### src/rtl/sc_arb_pkg.sv
// Shared types and helpers for the SC-resource round-robin arbiter.
// Latency: n/a (types and pure combinational functions only).
// Backpressure: n/a.
// Contents: arb_state_e FSM encoding, lowest_onehot(), onehot_to_idx().
// Helpers work on a fixed ARB_MAXN-bit vector; callers size-cast in and out.
package sc_arb_pkg;

  typedef enum logic {
    IDLE = 1'b0,
    BUSY = 1'b1
  } arb_state_e;

  localparam int ARB_MAXN = 64;
  typedef logic [ARB_MAXN-1:0] arb_vec_t;

  // Isolate the lowest set bit (two's-complement trick); zero stays zero.
  function automatic arb_vec_t lowest_onehot(input arb_vec_t v);
    return v & (~v + arb_vec_t'(1));
  endfunction

  // Binary index of the set bit of a one-hot vector; zero maps to 0.
  function automatic int unsigned onehot_to_idx(input arb_vec_t v);
    int unsigned idx;
    idx = 0;
    for (int i = 0; i < ARB_MAXN; i++) begin
      if (v[i]) idx = i;
    end
    return idx;
  endfunction

endpackage

### src/rtl/onehot_to_therm.sv
// One-hot to thermometer converter, used for round-robin priority masks.
// Latency: combinational, zero cycles.
// Backpressure: n/a.
// Ports: i_oh  N-bit one-hot (or zero) input
//        o_therm N-bit thermometer; DIR=1 sets the hot bit and all above,
//        DIR=0 sets the hot bit and all below. Zero input gives zero output.
module onehot_to_therm #(
  parameter int N   = 8,
  parameter int DIR = 1
) (
  input  logic [N-1:0] i_oh,
  output logic [N-1:0] o_therm
);

  generate
    if (DIR == 1) begin : g_up
      // oh-1 fills everything below the hot bit; inverting keeps hot bit and above.
      // A zero input gives all-ones minus... inverted to zero, as wanted.
      assign o_therm = ~(i_oh - N'(1));
    end else begin : g_down
      assign o_therm = (|i_oh) ? (i_oh | (i_oh - N'(1))) : '0;
    end
  endgenerate

endmodule

### src/rtl/rr_therm_arbiter.sv
// Round-robin arbiter granting one shared SC datapath resource to N requesters.
// Latency: req to gnt 1 cycle; back-to-back handover on release with no idle gap.
// Backpressure: a grant is held until done, a dropped req, or (optionally) hold timeout.
// Ports: clk, rst_n (async active-low), req[N] request levels, done (owner finished,
//        ignored when idle), gnt[N] registered one-hot grant, gnt_idx binary index of
//        gnt (held when idle), busy (= |gnt), timeout (one-cycle forced-revoke pulse).
// Optional feature macro: ARB_TIMEOUT_EN enables the MAX_HOLD hold-timeout revoke.
module rr_therm_arbiter #(
  parameter int  N        = 8,
  parameter int  MAX_HOLD = 256,
  localparam int IW       = $clog2(N)
) (
  input  logic          clk,
  input  logic          rst_n,
  input  logic [N-1:0]  req,
  input  logic          done,
  output logic [N-1:0]  gnt,
  output logic [IW-1:0] gnt_idx,
  output logic          busy,
  output logic          timeout
);
  import sc_arb_pkg::*;

  arb_state_e    r_state;
  arb_state_e    w_state_nxt;
  logic [N-1:0]  r_gnt;
  logic [N-1:0]  r_last_oh;
  logic [IW-1:0] r_gnt_idx;
  logic [N-1:0]  w_therm;
  logic [N-1:0]  w_above;
  logic [N-1:0]  w_req_above;
  logic [N-1:0]  w_winner;
  logic          w_release;
  logic          w_forced;
  logic          w_load;
  logic          w_drop;

  // Priority mask: requesters strictly above the last grant.
  onehot_to_therm #(.N(N), .DIR(1)) u_mask (
    .i_oh    (r_last_oh),
    .o_therm (w_therm)
  );

  assign w_above     = w_therm & ~r_last_oh;
  assign w_req_above = req & w_above;
  // Nothing pending above the last grant means wrap to the lowest requester.
  assign w_winner    = (|w_req_above) ? N'(lowest_onehot(arb_vec_t'(w_req_above)))
                                      : N'(lowest_onehot(arb_vec_t'(req)));

  // A dropped request releases the grant just like done.
  assign w_release = (r_state == BUSY) && (done || !req[r_gnt_idx] || w_forced);

`ifdef ARB_TIMEOUT_EN
  localparam int HW = $clog2(MAX_HOLD);
  logic [HW-1:0] r_hold_cnt;
  logic          r_timeout;

  always_ff @(posedge clk or negedge rst_n) begin
    if (!rst_n) begin
      r_hold_cnt <= '0;
    end else if (w_load) begin
      r_hold_cnt <= '0;
    end else if ((r_state == BUSY) && !w_release) begin
      r_hold_cnt <= r_hold_cnt + HW'(1);
    end
  end

  assign w_forced = (r_state == BUSY) && (r_hold_cnt == HW'(MAX_HOLD - 1));

  always_ff @(posedge clk or negedge rst_n) begin
    if (!rst_n) r_timeout <= 1'b0;
    else        r_timeout <= w_forced;
  end

  assign timeout = r_timeout;
`else
  logic w_unused_cfg;
  assign w_unused_cfg = (MAX_HOLD > 1);
  assign w_forced     = 1'b0;
  assign timeout      = 1'b0;
`endif

  // FSM state register.
  always_ff @(posedge clk or negedge rst_n) begin
    if (!rst_n) r_state <= IDLE;
    else        r_state <= w_state_nxt;
  end

  // FSM next state.
  always_comb begin
    w_state_nxt = r_state;
    case (r_state)
      IDLE:    if (|req) w_state_nxt = BUSY;
      BUSY:    if (w_release && !(|w_winner)) w_state_nxt = IDLE;
      default: w_state_nxt = IDLE;
    endcase
  end

  // FSM outputs: load a new grant, or drop to idle.
  always_comb begin
    w_load = 1'b0;
    w_drop = 1'b0;
    case (r_state)
      IDLE: w_load = |req;
      BUSY: begin
        if (w_release) begin
          if (|w_winner) w_load = 1'b1;
          else           w_drop = 1'b1;
        end
      end
      default: w_drop = 1'b1;
    endcase
  end

  // Grant datapath. last_oh resets to the top bit so the first search starts at bit 0.
  always_ff @(posedge clk or negedge rst_n) begin
    if (!rst_n) begin
      r_gnt     <= '0;
      r_gnt_idx <= '0;
      r_last_oh <= {1'b1, {(N-1){1'b0}}};
    end else if (w_load) begin
      r_gnt     <= w_winner;
      r_gnt_idx <= IW'(onehot_to_idx(arb_vec_t'(w_winner)));
      r_last_oh <= w_winner;
    end else if (w_drop) begin
      r_gnt     <= '0;
    end
  end

  assign gnt     = r_gnt;
  assign gnt_idx = r_gnt_idx;
  assign busy    = |r_gnt;

endmodule

### config.mk
export PLATFORM = sky130hd
export DESIGN_NAME = rr_therm_arbiter
export DESIGN_NICKNAME = d
export VERILOG_FILES = /design/src/rtl/sc_arb_pkg.sv /design/src/rtl/onehot_to_therm.sv /design/src/rtl/rr_therm_arbiter.sv
export SDC_FILE = /design/constraint.sdc
export NUM_CORES = 1
export LEC_CHECK = 0
export ABC_AREA = 1
export ABC_CLOCK_PERIOD_IN_PS = 3800
export BUFFER_PORTS_ARGS = -buffer_cell sky130_fd_sc_hd__clkbuf_2
export CAP_MARGIN = 20
export CORE_ASPECT_RATIO = 2
export CORE_MARGIN = 5
export CORE_UTILIZATION = 45
export DETAILED_ROUTE_END_ITERATION = 8
export MAX_ROUTING_LAYER = met4
export PLACE_DENSITY = 0.67
export SLEW_MARGIN = 25
export SYNTH_ARGS = -nofsm -noshare
export SYNTH_HDL_FRONTEND = slang
export SYNTH_SLANG_ARGS = --single-unit
### constraint.sdc
create_clock -name clk -period 3.8 [get_ports clk]
set_input_delay 0.76 -clock clk [delete_from_list [all_inputs] [get_ports clk]]
set_output_delay 0.76 -clock clk [all_outputs]
set_load 0.01 [all_outputs]
==> run summary <==
The worst setup path is launched from a flop. The first detailed-routing pass ran for 4 iterations. The synthesized area is 1270 sq um.

The synthesized netlist devotes 0% of its cell area to adder and majority cells. The row count came out at 27. The max-cap check violation count is 0.

The total number of H-tree levels came out at 1. The synthesis-to-layout area growth is 13.9%. The dominant combinational cell family by area after synthesis is simple AND/OR/NAND/NOR gates. The clock skew came out at 1.70 ps.

The post-route clock period utilization came out at 52.1%. No sink is reached through more buffers than the 2 on the longest clock path. The remaining global-route overflow came out at 0. The number of failing hold endpoints at the final stage is 0. The share of synthesized cell area in and, or, nand and nor gates is 45.2%. The total wirelength of the detailed-routed design came out at 3250 um. The area fraction in compound gates after synthesis came out at 7.36%.

Once detail routing completed, the nets flagged for antenna violations numbered 0. The total nets after synthesis is 183. The net load switching power came out at 0.646 mW.

The via count of the first global-routing pass was 1251. The power per standard cell area came out at 888 nW/um^2. The data arrival time of the worst path is 1220 ps.

The share of cells above drive strength 1 is 27.2%. A synthesized cell averages 7.41 sq um. The met2 capacity usage during global routing came out at 30.2%. Across all hold checks on the routed design, the worst slack comes to 451 ps. The maximum clock frequency came out at 505 MHz. The sequential cell area is 502 sq um. The detailed-placement wirelength estimate came out at 2600 um. The clock period minus final worst setup slack is 1980 ps.

For this run, the number of Yosys warnings is 0. The initial antenna violation count came out at 0. The final layout net count came out at 207. The detailed-route DRC error count came out at 0. The global routing stage identified its most utilized layer as met2. The final worst slack came out at 1820 ps. The die outline height came out at 85.3 um. The count of buffers from port buffering came out at 22. The leakage power total came out at 0.811 nW. The hold buffer count at cts came out at 0.

The die area came out at 4060 sq um. The count of flip-flops with a built-in enable after synthesis is 0. The cell count after synthesis is 172. Clock-pin slew was measured on the worst setup and hold paths at 70 ps. The endpoint required time on the critical path is 3040 ps. The number of sinks on the clock net is 20. The post-route setup TNS is 0 ps.

In this run, the combinational gates consume 58.9% of the power. The total routing resource utilization after global routing is 18.6%. The sequential element share of the synthesized area came out at 39.4%.

The register share of total power is 28.8%. The CTS tree is done. The I/O pin total came out at 24. The total non-filler cell area in the finished layout is 1450 sq um.

The number of diodes added for antenna fixing is 0. Leaving out fill and tap cells, the most frequent cell in the layout is sky130_fd_sc_hd__nand2_1. For met1 alone, demand over resource in global routing was 21.6%. In the layout the commonest cells are 56 x sky130_fd_sc_hd__nand2_1, 22 x sky130_fd_sc_hd__clkbuf_2, 19 x sky130_fd_sc_hd__dfrtp_1, 15 x sky130_fd_sc_hd__inv_1, 14 x sky130_fd_sc_hd__nand3_1.

The type of the worst setup path is reg -> out. The run finished with clean final reports. In the final routed layout, each cell accounts on average for 14.5 um.

The number of fillers in the final layout is 270. Counting flops with an async set or reset pin after synthesis yields a share of 100%. The global-route track usage on met3 is 1.91%. The core area came out at 2740 sq um. The clock reaches the later pin of the worst-skew pair after 260 ps.

The peak fanout along the critical path is 3. Setup repair after global routing left no endpoint under its margin. The share of total power in the clock network is 12.3%. The routed layout has 1228 vias.

The number of setup buffers added after CTS came out at 0. Entering global routing, the biggest net connects 21 pins. In the synthesized netlist the dominant register cell turns out to be sky130_fd_sc_hd__dfrtp_1. The switching share of total power came out at 50.1%.

The placement-stage worst setup slack came out at 1720 ps. Counting flops and latches in the post-synthesis netlist gives 20. The unique cell type count in the Yosys netlist came out at 29. Setup violations remaining at the end of the flow were counted as 0. The detailed-route vias per instance is 5.48.

The tightest min-delay check is of the in -> async type. The number of gates resized after CTS is 0. The floorplan die width is 47.6 um. The internal power of the cells totals 0.644 mW. Once the floorplan was initialized, standard cells occupied 46.6% of the core. The number of buffers created by CTS is 3.

The first global-routing pass estimated 5490 um of wire. The number of DRC markers in iteration 0 is 28. The final RePlAce weighted congestion is 0.921. Counting tap cells, the placed design contains a total of 220 instances.

The synthesized netlist devotes 0% of its cell area to XOR and XNOR gates. The multiplexer share of the synthesized area came out at 0%. The worst ir drop on vdd is 0.466 mV. The tree is rooted in a sky130_fd_sc_hd__clkbuf_8. The final instance count without filler cells came out at 224. Once placement finished, the instance area stood at 1400 sq um. The multi-input gate area in the final layout is 674 sq um. The total count of max-transition violations in the final report is 0. The kind of end point of the critical path is an output port.
[state kept, by name, indices dropped and copies added (netlist names)]
register	count
gnt	8
r_last_oh	8
gnt_idx	3
r_state	1
[synthesized netlist by cell type, types with 2 or more instances]
cell	count	area share (%)
sky130_fd_sc_hd__nand4_1	5	2.5
sky130_fd_sc_hd__nor2_2	5	2.5
sky130_fd_sc_hd__nand3b_1	3	1.8
sky130_fd_sc_hd__dfrtp_1	19	37
sky130_fd_sc_hd__inv_1	15	4.4
sky130_fd_sc_hd__nor2_1	13	3.8
sky130_fd_sc_hd__a21oi_1	2	0.79
sky130_fd_sc_hd__nor2_4	3	2.6
sky130_fd_sc_hd__nand2_2	4	2.0
sky130_fd_sc_hd__o211ai_1	2	1.2
sky130_fd_sc_hd__nor4_1	2	0.98
sky130_fd_sc_hd__nand3_2	2	1.6
sky130_fd_sc_hd__nor3_1	2	0.79
sky130_fd_sc_hd__o21ai_1	6	2.4
sky130_fd_sc_hd__nand2_1	56	16
sky130_fd_sc_hd__nand3_1	14	5.5
sky130_fd_sc_hd__o21ai_2	3	2.1
sky130_fd_sc_hd__inv_2	5	1.5
[metrics by stage]
| step | power, mW | util (%) |
|---|---|---|
| floorplan | 0.935 | - |
| global placement | 1.12 | 51.1 |
| detailed placement | 1.13 | 51.1 |
| CTS | 1.30 | 53.1 |
| global route | 1.40 | 53.1 |
| finish | 1.29 | 53.1 |
[power groups by stage]
stage	Combinational [mW]	Sequential (mW)	Clock, mW
final	0.760	0.371	0.159
after global routing	0.851	0.381	0.173
after CTS	0.764	0.370	0.163
after detailed placement	0.752	0.373	0
after global placement	0.749	0.369	0
after floorplan	0.568	0.367	0
[worst max-delay path, cell delays in order (launching register included)]
cell and delay, ps:
sky130_fd_sc_hd__dfrtp_1 410, sky130_fd_sc_hd__nor4_1 340, sky130_fd_sc_hd__nand2_1 90, sky130_fd_sc_hd__clkbuf_2 140
[kinds of logic after synthesis]
logic type	after synthesis
buffers and inverters	23
flip-flops	20
AO/OA/AOI/OAI	15
AND/OR/NAND/NOR	113
other	1
[path summary, 6_finish.rpt]
path	start	endpoint	slack, ps	depth (start not counted)
setup / recovery	gnt[5]$_DFFE_PN0P_	busy	1820	3
hold / removal	rst_n	gnt[1]$_DFFE_PN0P_	450	1
setup reg to reg	r_last_oh[0]$_DFFE_PN0P_	gnt_idx[2]$_DFFE_PN0P_	2070	11
hold reg to reg	r_last_oh[7]$_DFFE_PN1P_	r_last_oh[7]$_DFFE_PN1P_	510	2
max in group asynchronous	rst_n	r_last_oh[7]$_DFFE_PN1P_	2990	1
min in group clk	r_last_oh[7]$_DFFE_PN1P_	r_last_oh[7]$_DFFE_PN1P_	510	2
[per-layer routing]
layer  vias to the layer above  share of wire (%)
li1                        597                  -
met1                       574                 39
met2                        45                 54
met3                        12                3.6
met4                         0                3.6
met5                         -                  0
[cell type report]
class,count,area share [%]
Multi-Input combinational cell,129,46.4
Tap cell,29,2.50
Clock buffer,4,3.79
Inverter,20,5.17
Sequential cell,20,34.5
Timing Repair Buffer,22,7.58
(Power assumes the default switching activity.)
